--- config.mk ---
export PLATFORM = sky130hd
export DESIGN_NAME = sram_2r_read_arbiter
export DESIGN_NICKNAME = d
export VERILOG_FILES = /design/src/rtl/sram_2r_read_arbiter.sv
export SDC_FILE = /design/constraint.sdc
export NUM_CORES = 1
export LEC_CHECK = 0
export CORE_AREA = 5 5 331 333
export CTS_CLUSTER_DIAMETER = 60
export DETAILED_ROUTE_END_ITERATION = 8
export DIE_AREA = 0 0 336 338
export PLACE_DENSITY_LB_ADDON = 0.15
export SLEW_MARGIN = 20
export SYNTH_ARGS = -nofsm -noshare
export SYNTH_HDL_FRONTEND = slang
export SYNTH_SLANG_ARGS = --single-unit
--- constraint.sdc ---
create_clock -name clock -period 4.5 [get_ports clock]
set_input_delay 0.9 -clock clock [delete_from_list [all_inputs] [get_ports clock]]
set_output_delay 0.9 -clock clock [all_outputs]
set_load 0.02 [all_outputs]
--- src/rtl/sram_2r_read_arbiter.sv ---
// Two-port graph SRAM read arbiter: round-robin grants up to two requesters per
// cycle, registers the SRAM addresses and routes the captured data back by tag.
module sram_2r_read_arbiter #(
  parameter int NUM_REQ = 4,
  parameter int ADDR_W  = 13,
  parameter int DATA_W  = 128
) (
  input  logic                      clock,
  input  logic                      reset,
  input  logic [NUM_REQ-1:0]        req_valid,
  input  logic [NUM_REQ*ADDR_W-1:0] req_addr,
  output logic [NUM_REQ-1:0]        req_ready,
  output logic [NUM_REQ-1:0]        rsp_valid,
  output logic [NUM_REQ*DATA_W-1:0] rsp_data,
  output logic [ADDR_W-1:0]         sram_addr1,
  output logic [ADDR_W-1:0]         sram_addr2,
  input  logic [DATA_W-1:0]         sram_data1,
  input  logic [DATA_W-1:0]         sram_data2
);
  localparam int PTR_W = $clog2(NUM_REQ);
  typedef logic [PTR_W-1:0] idx_t;

  idx_t              rr_ptr_q, rr_ptr_d;
  logic [ADDR_W-1:0] sram_addr1_q, sram_addr1_d;
  logic [ADDR_W-1:0] sram_addr2_q, sram_addr2_d;
  logic              p1_vld_q, p1_vld_d, p2_vld_q, p2_vld_d;
  idx_t              p1_tag_q, p1_tag_d, p2_tag_q, p2_tag_d;
  logic [NUM_REQ-1:0] rsp_valid_q, rsp_valid_d;
  logic [DATA_W-1:0] rsp_data_q [NUM_REQ];
  logic [DATA_W-1:0] rsp_data_d [NUM_REQ];

  logic [ADDR_W-1:0] addr_arr [NUM_REQ];
  idx_t              scan_idx [NUM_REQ];
  logic              g1_vld, g2_vld;
  idx_t              g1_idx, g2_idx, last_idx;
  logic [NUM_REQ-1:0] grant;

  // scan_idx[k] is the k-th requester visited when starting from rr_ptr
  genvar gi;
  for (gi = 0; gi < NUM_REQ; gi++) begin : g_req
    logic [PTR_W:0] sum;
    assign sum = {1'b0, rr_ptr_q} + (PTR_W+1)'(gi);
    assign scan_idx[gi] = (sum >= (PTR_W+1)'(NUM_REQ)) ?
                          idx_t'(sum - (PTR_W+1)'(NUM_REQ)) : idx_t'(sum);
    assign addr_arr[gi] = req_addr[gi*ADDR_W +: ADDR_W];
    assign rsp_data[gi*DATA_W +: DATA_W] = rsp_data_q[gi];
  end

  always_comb begin
    g1_vld = 1'b0;
    g2_vld = 1'b0;
    g1_idx = '0;
    g2_idx = '0;
    for (int k = 0; k < NUM_REQ; k++) begin
      if (req_valid[scan_idx[k]]) begin
        if (!g1_vld) begin
          g1_vld = 1'b1;
          g1_idx = scan_idx[k];
        end else if (!g2_vld) begin
          g2_vld = 1'b1;
          g2_idx = scan_idx[k];
        end
      end
    end
  end

  always_comb begin
    grant = '0;
    if (g1_vld) grant[g1_idx] = 1'b1;
    if (g2_vld) grant[g2_idx] = 1'b1;
  end

  assign req_ready = reset ? '0 : grant;
  assign last_idx  = g2_vld ? g2_idx : g1_idx;

  always_comb begin
    rr_ptr_d     = rr_ptr_q;
    sram_addr1_d = sram_addr1_q;
    sram_addr2_d = sram_addr2_q;
    p1_tag_d     = p1_tag_q;
    p2_tag_d     = p2_tag_q;
    p1_vld_d     = g1_vld;
    p2_vld_d     = g2_vld;
    if (g1_vld) begin
      sram_addr1_d = addr_arr[g1_idx];
      p1_tag_d     = g1_idx;
      rr_ptr_d     = (last_idx == idx_t'(NUM_REQ-1)) ? '0 : last_idx + idx_t'(1);
    end
    if (g2_vld) begin
      sram_addr2_d = addr_arr[g2_idx];
      p2_tag_d     = g2_idx;
    end
  end

  // The two in-flight tags are always distinct, so both captures can land at once
  always_comb begin
    rsp_valid_d = '0;
    rsp_data_d  = rsp_data_q;
    if (p1_vld_q) begin
      rsp_valid_d[p1_tag_q] = 1'b1;
      rsp_data_d[p1_tag_q]  = sram_data1;
    end
    if (p2_vld_q) begin
      rsp_valid_d[p2_tag_q] = 1'b1;
      rsp_data_d[p2_tag_q]  = sram_data2;
    end
  end

  always_ff @(posedge clock) begin
    if (reset) begin
      rr_ptr_q     <= '0;
      sram_addr1_q <= '0;
      sram_addr2_q <= '0;
      p1_vld_q     <= 1'b0;
      p2_vld_q     <= 1'b0;
      p1_tag_q     <= '0;
      p2_tag_q     <= '0;
      rsp_valid_q  <= '0;
      for (int i = 0; i < NUM_REQ; i++) rsp_data_q[i] <= '0;
    end else begin
      rr_ptr_q     <= rr_ptr_d;
      sram_addr1_q <= sram_addr1_d;
      sram_addr2_q <= sram_addr2_d;
      p1_vld_q     <= p1_vld_d;
      p2_vld_q     <= p2_vld_d;
      p1_tag_q     <= p1_tag_d;
      p2_tag_q     <= p2_tag_d;
      rsp_valid_q  <= rsp_valid_d;
      rsp_data_q   <= rsp_data_d;
    end
  end

  assign sram_addr1 = sram_addr1_q;
  assign sram_addr2 = sram_addr2_q;
  assign rsp_valid  = rsp_valid_q;

endmodule
==> metrics.md <==
| Metric | Value |
|---|---|
| Final-stage net count | around 3.8k |
| Num CTS Buffers | 78 |
| Fin. Hold Viols | 0 |
| Hold buffers post-CTS | 0 |
| Worst R2R Setup Slack | between 1 and 1.5 ns |
| Status | finished, final reports clean |
| Post-synth ARST share | 0% |
| Final period util | 96.8% |
| Max frequency | 229 MHz |
| Reg2Reg Depth | 9 |
| PwrDens | 468 nW/um^2 |
| Final wirelength | 115 mm |
| DIE AREA | 114000 sq um |
| CTS tree | yes |
| Fin. max-slew vios | 0 |
| DP Area | around 35000 sq um |
| Row cnt | 120 |
| Initial Util | 23.7% |
| DR vias/cell | 4.80 |
| RSZ-0062 raised after global routing | false |
| Filler cell count | 10.8k |
| Yosys synthesis warning count | 0 |
| Initial DRC Count | ~1.0k |
| Yosys top cell by area | dfxtp_1 |
| Register area share after synthesis | 43.7% |
| Startpoint Class | primary input |
| Number of global-route vias before repair | 23.3k |
| Syn Inst Count | about 2.7k |
| Initial antenna violation count | 28 |
| Wire per inst | between 20 and 25 um |
| Top cells by count, synth | 550 x dfxtp_1, 533 x nor2_1, 531 x mux2i_1 |
| Sw Share | 32.9% |
| Net Sw Power | 5.87 mW |
| Chip width | 336 um |
| Clock slew at reported path FFs | 0.04 ns |
| Critical path type | in2out |
| Clock Power Share | 36.2% |
| Leak pwr | 15.9 nW |
| P_int | 12.0 mW |
| Hold Path Class | reg2reg |
| Final Wtd Congestion | 0.794 |
| Root buffer cell | clkbuf_16 |
| # IOs | 860 |
| Fin area | 38100 sq um |
| Clock Sinks | 550 |
| Critical Path End Type | output port |
| Core area | between 100000 and 150000 sq um |
| Routed via count | 23.7k |
| Total GRT Usage | between 10% and 20% |
| Syn Nets | 3002 |
| Area grow syn2layout | 51.1% |
| Peak per-stage delay on the critical path | 0.50 ns |
| # H-tree levels | 3 |
| Min Clock Period, post-route | between 4 and 5 ns |
| First-pass GRT wire length | 164 mm |
| EDFF count, synth | 0 |
| Synth Register Bits | 550 |
| Required time worst endpoint | between 3 and 4 ns |
| Mean Syn Cell Area | 9.39 sq um |
| Clock Path Buffers | 3 |
| Max cap viols | 0 |
| Number of buffers added on ports | 859 |
| Clk Latency, worst-skew pair | 0.64 ns |
| Crit Path Max Fanout | 4 |
| Fin Hold WS | 0.461 ns |
| Post-route ant nets | 0 |
| Finish-stage setup viols | 0 |
| CP endpoint | req_ready[2] |
| Most used DFF post-synth | dfxtp_1 |
| Mapped cell area | 25200 sq um |
| Total gr overflow | 0 |
| Yosys cell types | 60 |
| Critical-path cell list | clkdlybuf4s50_1 > mux4_2 > ha_1 > mux2i_4 > buf_4 > and3_1 > o21ai_4 > nand2_4 > nand2_1 > o22ai_1 > dlygate4sd2_1 |
| RR Startpoint | rr_ptr_q[0] |
| Reg-to-reg endpoint | sram_addr1[2] |
| Pwr Total | 17.8 mW |
| Largest net degree at the start of global routing | 180 |
| Remaining DRCs | 0 |
| Die H | between 300 and 400 um |
| Clk_skew | just under 0.03 ns |
| Drt pass-1 iters | 5 |
| Most instantiated library cell after synthesis | dfxtp_1 |
| Worst EP arrival | about 3.5 ns |
| Worst VDD drop | 0.253 mV |
| Worst Tran Pin Value | 1.05 ns |
| Comb pwr share | between 30 and 40% |
| Layout cells sized above 1 | under 10% |
| Max transition margin | between 30% and 40% |
| HPWL Detailed | between 70 and 80 mm |
| Worst setup path start | req_valid[3] |
| Synth top area cells | dfxtp_1 44%, mux2i_1 21%, a211oi_1 16%, nor2_1 7.9%, clkbuf_1 2.8% |
| Reg power frac | 32.9% |
| Area share of the largest cell type after synthesis | 43.7% |
| Slowest CP cell | mux4_2 |
==> registers in the layout, summed over array words and instances, names as in the netlist <==
| name | cells |
|---|---|
| p2_vld_q | 1 |
| sram_addr2 | 13 |
| p1_tag_q | 2 |
| p2_tag_q | 2 |
| rr_ptr_q | 2 |
| sram_addr1 | 13 |
| rsp_data | 512 |
| p1_vld_q | 1 |
| rsp_valid | 4 |
==> critical path: cells and delay by family <==
kind	cells	cell delay (ns)
AND/OR/NAND/NOR	3	0.35
multiplexers	2	0.67
buffers and inverters	3	0.95
AO/OA/AOI/OAI	2	0.26
adder cells (fa/ha/maj)	1	0.32
==> placed cells by master, fill, tap and decap left out, types with 20 or more instances in the layout <==
master           count
a21oi_1             30
dfxtp_1            549
a211oi_1           525
diode_2             23
buf_4               63
clkdlybuf4s50_1    854
nand2_1             64
clkbuf_16           82
mux2i_1            531
nor2_1             533
clkbuf_8            20
==> power groups by stage <==
stage / registers [mW] / clock network [mW] / logic [mW]
after floorplan: 6.66 / 0 / 2.19
after global placement: 5.97 / 0 / 5.55
after detailed placement: 5.97 / 0 / 5.54
after CTS: 5.88 / 6.62 / 5.57
after global routing: 5.95 / 6.83 / 5.87
final: 5.87 / 6.45 / 5.51
==> worst min-delay path by stage <==
stage | slack (ns) | end | depth (start not counted) | from
after floorplan | 0.47 | p1_tag_q[0] | 2 | p1_tag_q[0]
after global placement | 0.45 | sram_addr1[7] | 2 | sram_addr1[7]
after detailed placement | 0.45 | sram_addr1[7] | 2 | sram_addr1[7]
after CTS | 0.47 | sram_addr1[0] | 2 | sram_addr1[0]
after global routing | 0.49 | sram_addr1[0] | 2 | sram_addr1[0]
final | 0.46 | sram_addr1[6] | 2 | sram_addr1[6]
==> layer usage <==
layer / wire, um / GRT usage (%)
met1: 46300 / 22.0
met2: 55000 / 32.0
met3: 9440 / 6.94
met4: 3950 / 6.86
met5: 70 / 0
==> cell type report <==
cell class	count	area, sq um	area share (%)
repair buffers	937	9380	24.6
multi-input cells	1865	13200	34.6
diodes	23	57.6	0.151
inverters	6	22.5	0.0591
clock buffers	113	2370	6.22
clock inverters	26	333	0.873
well taps	1403	1760	4.61
flip-flops and latches	550	11000	28.9
==> cells by family after synthesis <==
logic type	after synthesis	synth area share (%)
AND/OR/NAND/NOR	659	10.5
AO/OA/AOI/OAI	652	19.3
flip-flops	550	43.7
multiplexers	549	22.0
buffers and inverters	271	4.27
adder cells (fa/ha/maj)	4	0.179
XOR/XNOR	1	0.0347
==> timing repair <==
action	in CTS	in global routing
endpoints found under the setup margin	3	2
buffers inserted	0	0
resized for setup	3	5
==> stage by stage <==
step	TNS [ns]	setup slack [ns]	util (%)	cells
global route	0	0.0129	35.8	4918
CTS	0	0.0287	35.8	4900
detailed placement	-0.643	-0.229	33.3	4761
finish	0	0.143	35.8	4923
global placement	-0.631	-0.238	33.3	4761
floorplan	0	0.0514	-	2686
No activity file was read; power rests on OpenSTA's default activity.
